===== config.mk =====
export PLATFORM = sky130hd
export DESIGN_NAME = rect_scheduler
export DESIGN_NICKNAME = d
export VERILOG_FILES = /design/src/rtl/rect_pkg.sv /design/src/rtl/rect_hit_unit.sv /design/src/rtl/rect_scheduler.sv
export SDC_FILE = /design/constraint.sdc
export NUM_CORES = 2
export LEC_CHECK = 0
export ABC_AREA = 1
export CAP_MARGIN = 25
export CORE_MARGIN = 2
export CORE_UTILIZATION = 60
export CTS_BUF_LIST = sky130_fd_sc_hd__clkbuf_8
export DETAILED_ROUTE_END_ITERATION = 6
export PLACE_DENSITY = 0.77
export SLEW_MARGIN = 20
export SYNTH_ARGS = -nofsm -noshare
export SYNTH_HDL_FRONTEND = slang
export SYNTH_SLANG_ARGS = --single-unit

===== constraint.sdc =====
create_clock -name clk -period 50.9 [get_ports clk]
set_input_delay 12.725 -clock clk [delete_from_list [all_inputs] [get_ports clk]]
set_output_delay 12.725 -clock clk [all_outputs]
set_load 0.01 [all_outputs]

===== src/rtl/rect_pkg.sv =====
// rect_pkg: shared coordinate width, default slot count, descriptor type and range helper.
package rect_pkg;
  localparam int COORD_W = 10;
  localparam int NUM_RECTS_DEF = 8;
  localparam int COLOR_MAX_W = 16;
  typedef struct packed {
    logic [COORD_W-1:0]     x;
    logic [COORD_W-1:0]     y;
    logic [COORD_W-1:0]     w;
    logic [COORD_W-1:0]     h;
    logic [COLOR_MAX_W-1:0] color;
    logic                   enable;
  } rect_desc_t;
  // End is computed in 11 bits so spans past 1023 clip instead of wrapping.
  function automatic logic in_range(logic [COORD_W-1:0] pos, logic [COORD_W-1:0] len, logic [COORD_W-1:0] val);
    return ({1'b0, val} >= {1'b0, pos}) && ({1'b0, val} < ({1'b0, pos} + {1'b0, len}));
  endfunction
endpackage


===== src/rtl/rect_hit_unit.sv =====
// rect_hit_unit: 11-bit range tester shared by the row scan, one slot per cycle.
module rect_hit_unit import rect_pkg::*; (
  input  logic               en_i,
  input  logic [COORD_W-1:0] pos_i,
  input  logic [COORD_W-1:0] len_i,
  input  logic [COORD_W-1:0] val_i,
  output logic               hit_o
);
  assign hit_o = en_i && (len_i != '0) && in_range(pos_i, len_i, val_i);
endmodule


===== src/rtl/rect_scheduler.sv =====
// rect_scheduler: double-buffered rectangle overlay with per-line slot scan and per-pixel priority pick.
// Define RECT_TRANSPARENT_EN to make color-0 slots transparent instead of opaque.
module rect_scheduler import rect_pkg::*; #(
  parameter int NUM_RECTS = NUM_RECTS_DEF,
  parameter int COLOR_W   = 8
) (
  input  logic                         clk,
  input  logic                         reset,
  input  logic                         wr_valid,
  output logic                         wr_ready,
  input  logic [$clog2(NUM_RECTS)-1:0] wr_slot,
  input  logic [COORD_W-1:0]           wr_x,
  input  logic [COORD_W-1:0]           wr_y,
  input  logic [COORD_W-1:0]           wr_w,
  input  logic [COORD_W-1:0]           wr_h,
  input  logic [COLOR_W-1:0]           wr_color,
  input  logic                         wr_enable,
  input  logic                         frame_start,
  input  logic                         line_start,
  input  logic [COORD_W-1:0]           next_y,
  input  logic [COORD_W-1:0]           x_pixel,
  input  logic                         pix_valid,
  output logic                         hit,
  output logic [COLOR_W-1:0]           color,
  output logic                         scan_busy,
  output logic                         scan_overrun
);
  localparam int IW = $clog2(NUM_RECTS);
  localparam logic IDLE = 1'b0;
  localparam logic SCAN = 1'b1;
`ifdef RECT_TRANSPARENT_EN
  localparam logic SKIP_ZERO = 1'b1;
`else
  localparam logic SKIP_ZERO = 1'b0;
`endif
  rect_desc_t shadow_q [NUM_RECTS];
  rect_desc_t active_q [NUM_RECTS];
  logic state_q, state_d, overrun_q, overrun_d, hit_q, row_hit, sel_hit;
  logic [IW-1:0] idx_q, idx_d;
  logic [COORD_W-1:0] y_q, y_d;
  logic [NUM_RECTS-1:0] mask_q, mask_d, row_mask_q, row_mask_d;
  logic [COLOR_W-1:0] color_q, sel_color;
  assign wr_ready = reset || !frame_start;
  assign scan_busy = state_q == SCAN;
  assign scan_overrun = overrun_q;
  assign hit = hit_q;
  assign color = color_q;
  rect_hit_unit u_hit (
    .en_i  (active_q[idx_q].enable && active_q[idx_q].w != '0),
    .pos_i (active_q[idx_q].y),
    .len_i (active_q[idx_q].h),
    .val_i (y_q),
    .hit_o (row_hit)
  );
  // A new line_start restarts the scan; frame_start has the final word and empties the row.
  always_comb begin
    state_d = state_q;
    idx_d = idx_q + 1'b1;
    y_d = y_q;
    mask_d = mask_q;
    row_mask_d = row_mask_q;
    overrun_d = overrun_q;
    if (state_q == SCAN) begin
      mask_d[idx_q] = row_hit;
      if (idx_q == IW'(NUM_RECTS - 1)) begin
        state_d = IDLE;
        row_mask_d = mask_d;
      end
    end
    if (line_start) begin
      state_d = SCAN;
      idx_d = '0;
      y_d = next_y;
      mask_d = '0;
      overrun_d = overrun_q || (state_q == SCAN);
    end
    if (frame_start) begin
      state_d = IDLE;
      row_mask_d = '0;
    end
  end
  // Walk from lowest priority upward so slot 0 overwrites everything else.
  always_comb begin
    sel_hit = 1'b0;
    sel_color = '0;
    for (int i = NUM_RECTS - 1; i >= 0; i--)
      if (row_mask_q[i] && in_range(active_q[i].x, active_q[i].w, x_pixel) &&
          !(SKIP_ZERO && active_q[i].color[COLOR_W-1:0] == '0)) begin
        sel_hit = 1'b1;
        sel_color = active_q[i].color[COLOR_W-1:0];
      end
  end
  always_ff @(posedge clk or posedge reset) begin
    if (reset) begin
      for (int i = 0; i < NUM_RECTS; i++) begin
        shadow_q[i] <= '0;
        active_q[i] <= '0;
      end
      state_q <= IDLE;
      idx_q <= '0;
      y_q <= '0;
      mask_q <= '0;
      row_mask_q <= '0;
      overrun_q <= 1'b0;
      hit_q <= 1'b0;
      color_q <= '0;
    end else begin
      if (wr_valid && wr_ready)
        shadow_q[wr_slot] <= '{x: wr_x, y: wr_y, w: wr_w, h: wr_h,
                               color: COLOR_MAX_W'(wr_color), enable: wr_enable};
      if (frame_start) active_q <= shadow_q;
      state_q <= state_d;
      idx_q <= idx_d;
      y_q <= y_d;
      mask_q <= mask_d;
      row_mask_q <= row_mask_d;
      overrun_q <= overrun_d;
      hit_q <= pix_valid && sel_hit;
      color_q <= pix_valid ? sel_color : '0;
    end
  end
endmodule


* Yosys cells after proc, flatten, opt, wreduce, memory -nomap -nowiden
Index checks and enable logic that the tools add are counted.
** Storage, ports and cells
- Bits in registers :: 952
- Input bits :: 78
** Operators by class
- Bitwise logic cells :: 2
- Equality and inequality tests :: 1
- Magnitude comparators :: 23
- Reductions and logical operators :: 33
- $add $sub $neg :: 10
- Multiplexer cells :: 36
** Operator list (count)
- 456-bit bitwise mux :: 1
- 57-bit binary-select mux with 3-bit select :: 1
- 57-bit demux with 3-bit select :: 1
- 8-bit two-way mux :: 14
- 10-bit by 10-bit adder with 11-bit output :: 9
- 10-bit by 11-bit less-than comparator with 1-bit output :: 9
- 47-bit two-way mux :: 2
- 10-bit >= comparator :: 9
- 57-bit two-way mux :: 1
- 1-bit logical AND :: 24
- 10-bit nonzero test :: 2
- 1-bit two-way mux :: 13
- 8-bit bitwise mux :: 1
- 4-bit >= comparator (second input constant) :: 2
- 3-bit NOT with 4-bit output :: 2
- 2-bit nonzero test :: 3
- 3-bit by 4-bit less-than comparator with 1-bit output (second input constant) :: 1
- 4-bit by 1-bit less-than comparator with 1-bit output (second input constant) :: 1
- 3-bit by 1-bit adder with 3-bit output (second input constant) :: 1
- 1-bit demux with 3-bit select :: 1
- 3-bit equality test (second input constant) :: 1
- 3-bit by 1-bit >= comparator with 1-bit output (second input constant) :: 1
- 3-bit two-way mux :: 1
- 1-bit logical OR :: 2
- other kinds (2) :: 2

* Longest topological paths before layout
- Word-level depth :: 13
- Gate-level depth with buffers :: 27

* By module
A second synthesis with hierarchy kept.
** Unflattened totals
- Cells, all modules :: 4516
- Area, all modules :: 39377.8 um^2
** Modules (own cells, without submodules)
- rect_scheduler :: cells each 4364, instances 1, area each 38394.3 um^2
- rect_hit_unit :: cells each 152, instances 1, area each 983.4 um^2

* Least setup slack after synthesis
OpenSTA, ideal clock, no wires.
- Path kind :: input -> output
- From :: input reset
- To :: output wr_ready
- Slack :: 6.852 ns
- Data required time :: 38.175 ns
- Stages on the path :: 2
- Data arrival time :: 31.323 ns
- Buffers on the path :: 0
- Cell sequence :: inv_1 -> nand2_1
** Between the ends
- Cells in the longest elaborated chain, start to end :: 1
** RTL lines
- start, declared :: line rect_scheduler.sv:8 : input logic reset,
- 1-bit logical OR :: line rect_scheduler.sv:43 : assign wr_ready = reset || !frame_start;
- end, declared :: line rect_scheduler.sv:10 : output logic wr_ready,
No other way between the ends.

* Worst setup path after layout
Ends and elaborated chain as after synthesis.

==> summary.txt <==
Critical path
  – Crit Path Max Fanout: 25
  – Stages on worst setup path: 4
  – Crit start category: primary input
  – Crit end category: primary output
  – Cell family with the largest share of critical-path delay: buffers and inverters
  – Arrival time at the worst endpoint: 14140 ps
  – CP max stage delay: roughly 520 ps
  – Kind of critical path: primary input to primary output
  – R2R Setup Slk: about 45000 ps
  – Critical-path top delay cell: clkdlybuf4s50_1
  – Most common cell on crit path: clkdlybuf4s50_1
  – WP data required: 38170 ps
  – FF-to-FF End: mask_q[5]
  – Crit path buf inv count: 3
  – Reg2reg path depth: 25
  – Crit-path cells: clkdlybuf4s50_1 > inv_8 > nand2_1 > clkdlybuf4s50_1
  – Crit Reg-Reg Startpoint: idx_q[2]

STA
  – Final Cycle Share: 0.528
  – Clk_skew: around 37 ps
  – Endpoints failing setup: 0
  – Hold_ws: roughly 470 ps
  – Slew HR: 0.272
  – Final TNS setup: 0 ps
  – Final Hold Viols: 0
  – Slew @ Worst Pin: 1090 ps
  – Final WS setup: ~24000 ps
  – Final min period: ~27000 ps
  – Maximum clock frequency: roughly 0.037 GHz
  – Slew Viols, Final: 0
  – RSZ-0062 raised after global routing: no

Floorplanning
  – Num rows: 93
  – Die Y: approximately 260 um
  – Initial Util: 0.608
  – Full die area: about 0.068 mm2
  – Die W: around 260 um
  – Core area: 0.0646 mm2
  – Boundary pin count: 90

Global routing
  – Met3 global-route usage: 0.0463
  – Largest net degree at the start of global routing: about 230
  – Vias in the first global route: between 20000 and 30000
  – GRT Util Overall: 0.298
  – M1 GR Usage: 0.400
  – Grt total ovfl: 0
  – Initial antenna violation count: 4
  – Met2 usage: 0.486
  – Busiest grt layer: met2
  – First-pass GRT wire length: around 160 mm

Synth
  – Avg Cell Area, Syn: about 9.5 um2
  – Mapped Cells: a little over 4000
  – Syn Nets: 4496
  – Yosys top cell area share: 0.525
  – Synth Register Bits: just over 800
  – Synth warn: 0
  – Share of the yosys chip area belonging to registers: 0.525
  – Cell Area, Synth: about 0.039 mm2
  – Area contributors post-synth: dfrtp_1 (52%), nand2_1 (9.0%), o21ai_0 (8.4%), ha_1 (8.4%), mux2_2 (5.2%)
  – Synth area leader: dfrtp_1
  – Distinct cells, synth: 50

Detailed routing
  – DR vias/cell: ~5.7
  – Drt wl/cell: about 19 um
  – DRT antenna net count: 0
  – DRC: 0
  – DR iter-0 viols: around 2500
  – Drt pass-1 iters: 7
  – Final wirelength: between 90 and 100 mm
  – Via Count: 29600

Hold path
  – Worst min-delay path class: register to register
  – WHS Path Cells: 2
  – Hold Path Sink: active_q[49]
  – Hold path startpoint: shadow_q[49]

Finish
  – Layout net count: 4596
  – Fill cells: between 4000 and 5000
  – Layout cells sized above 1: 0.107
  – P&R area growth vs syn: 11.3%
  – Final non-filler cell total: 5200
  – Multi-input logic area: around 0.016 mm2
  – Reg area: between 0.02 and 0.025 mm2
  – Finished Cell Area: approximately 0.044 mm2
  – Final Util: 0.677

Clock tree
  – Clock Tree Buf Depth: 3
  – CTS tree: built
  – Clk_lat worst skew: around 800 ps
  – H-tree levels: 4
  – CTS Hold Bufs: 0
  – Cts bufs inserted: about 140
  – Postcts setup bufs: 0
  – Clock Sinks: 824
  – CTS-repair resized insts: 0
  – Root Driver: clkbuf_8
  – Clock-pin transition on the worst setup and hold timing paths: ~50 ps

Outcome
  – Status: completed

Placed design
  – Hpwl dp: about 61 mm
  – I/O Buffers: 89
  – Placer Congestion: around 0.89
  – Placed insts: slightly below 5000
  – Dpl ws: approximately 24000 ps
  – Area post-placement: ~0.041 mm2

Power
  – Power per cell area: 43.8 mW/mm2
  – VDD IR max: slightly below 30 uV
  – Overall power: ~1.9 mW
  – Static leakage: 21.5 nW

Flow run
  – MaxCap Viol Count: 0
## power breakdown
group | total (mW) | internal (mW) | switching (mW)
sequential | 0.865 | 0.789 | 0.0761
combinational | 0.468 | 0.194 | 0.273
clock | 0.582 | 0.314 | 0.268
## kinds of logic after synthesis
family	synth area share
flip-flops	0.525
XOR/XNOR	0.0160
adder cells (fa/ha/maj)	0.0883
multiplexers	0.0516
buffers and inverters	0.0585
AND/OR/NAND/NOR	0.129
AO/OA/AOI/OAI	0.132
## area by class of cell
class,instances,share of cell area
antenna,1,0.0000572
tap,855,0.0245
multi-input combinational,2724,0.374
sequential,824,0.471
clock inverter,69,0.00975
clock buffer,168,0.0529
timing repair buffer,131,0.0302
inverter,428,0.0371
## state kept, by name (all words and copies together), names as in the netlist
name          count
active_q        392
shadow_q        392
y_q              10
color             8
mask_q            8
row_mask_q        8
idx_q             3
hit               1
scan_busy         1
scan_overrun      1
## metal layers
layer	wire [um]	vias up
met5	11	-
met4	3490	2
met3	5670	226
met2	46700	811
met1	41700	14500
li1	-	14000
## placed cells by master (no fill, tap or decap), types with 9 or more instances in the layout
master | synthesis | final
a21o_1 | 9 | 9
buf_4 | 4 | 33
nand3_1 | 92 | 92
nor4_1 | 14 | 14
a221oi_1 | 22 | 22
nor3_1 | 13 | 13
o211ai_1 | 18 | 18
xnor2_1 | 28 | 28
fa_1 | 9 | 9
nand2_1 | 939 | 939
nand4_1 | 34 | 34
inv_1 | 416 | 461
o21ai_0 | 659 | 659
a21oi_1 | 147 | 147
nor2_1 | 113 | 113
xor2_1 | 44 | 44
ha_1 | 263 | 263
clkbuf_8 | 0 | 168
o2111ai_1 | 9 | 9
o22ai_1 | 38 | 38
mux2_2 | 180 | 180
clkdlybuf4s50_1 | 0 | 88
clkinv_2 | 0 | 9
o21bai_1 | 14 | 14
nand2_2 | 14 | 14
dfrtp_1 | 824 | 824
## worst register-to-register path, delay by kind of cell (launching register included)
| family | cells | cell delay, ps |
|---|---|---|
| xor+xnor | 1 | 150 |
| fa+ha+maj | 2 | 690 |
| compound gates | 7 | 2050 |
| flops | 1 | 450 |
| simple gates | 13 | 1550 |
| buf+inv | 2 | 780 |
## synthesized netlist by cell type (all sizes together)
| library cell | n |
|---|---|
| a211oi | 8 |
| a21boi | 3 |
| a21o | 9 |
| a21oi | 148 |
| a221oi | 24 |
| a22oi | 9 |
| a31oi | 3 |
| buf | 41 |
| clkbuf | 129 |
| clkinv | 2 |
| dfrtp | 824 |
| fa | 9 |
| ha | 263 |
| inv | 426 |
| mux2 | 180 |
| nand2 | 957 |
| nand3 | 94 |
| nand3b | 3 |
| nand4 | 34 |
| nor2 | 117 |
| nor3 | 15 |
| nor4 | 14 |
| o2111ai | 9 |
| o211ai | 18 |
| o21a | 8 |
| o21ai | 662 |
| o21bai | 14 |
| o22ai | 38 |
| o311ai | 4 |
| or2 | 8 |
| or4 | 1 |
| xnor2 | 28 |
| xor2 | 44 |
## how the worst max path moves through the flow
stage                     startpoint       end  slack, ps
after floorplan                reset  wr_ready       6850
after global placement         reset  wr_ready      24040
after global routing           reset  wr_ready      23990
after CTS                      reset  wr_ready      24030
final                          reset  wr_ready      24040
after detailed placement       reset  wr_ready      24030
No activity file was read; power rests on OpenSTA's default activity.
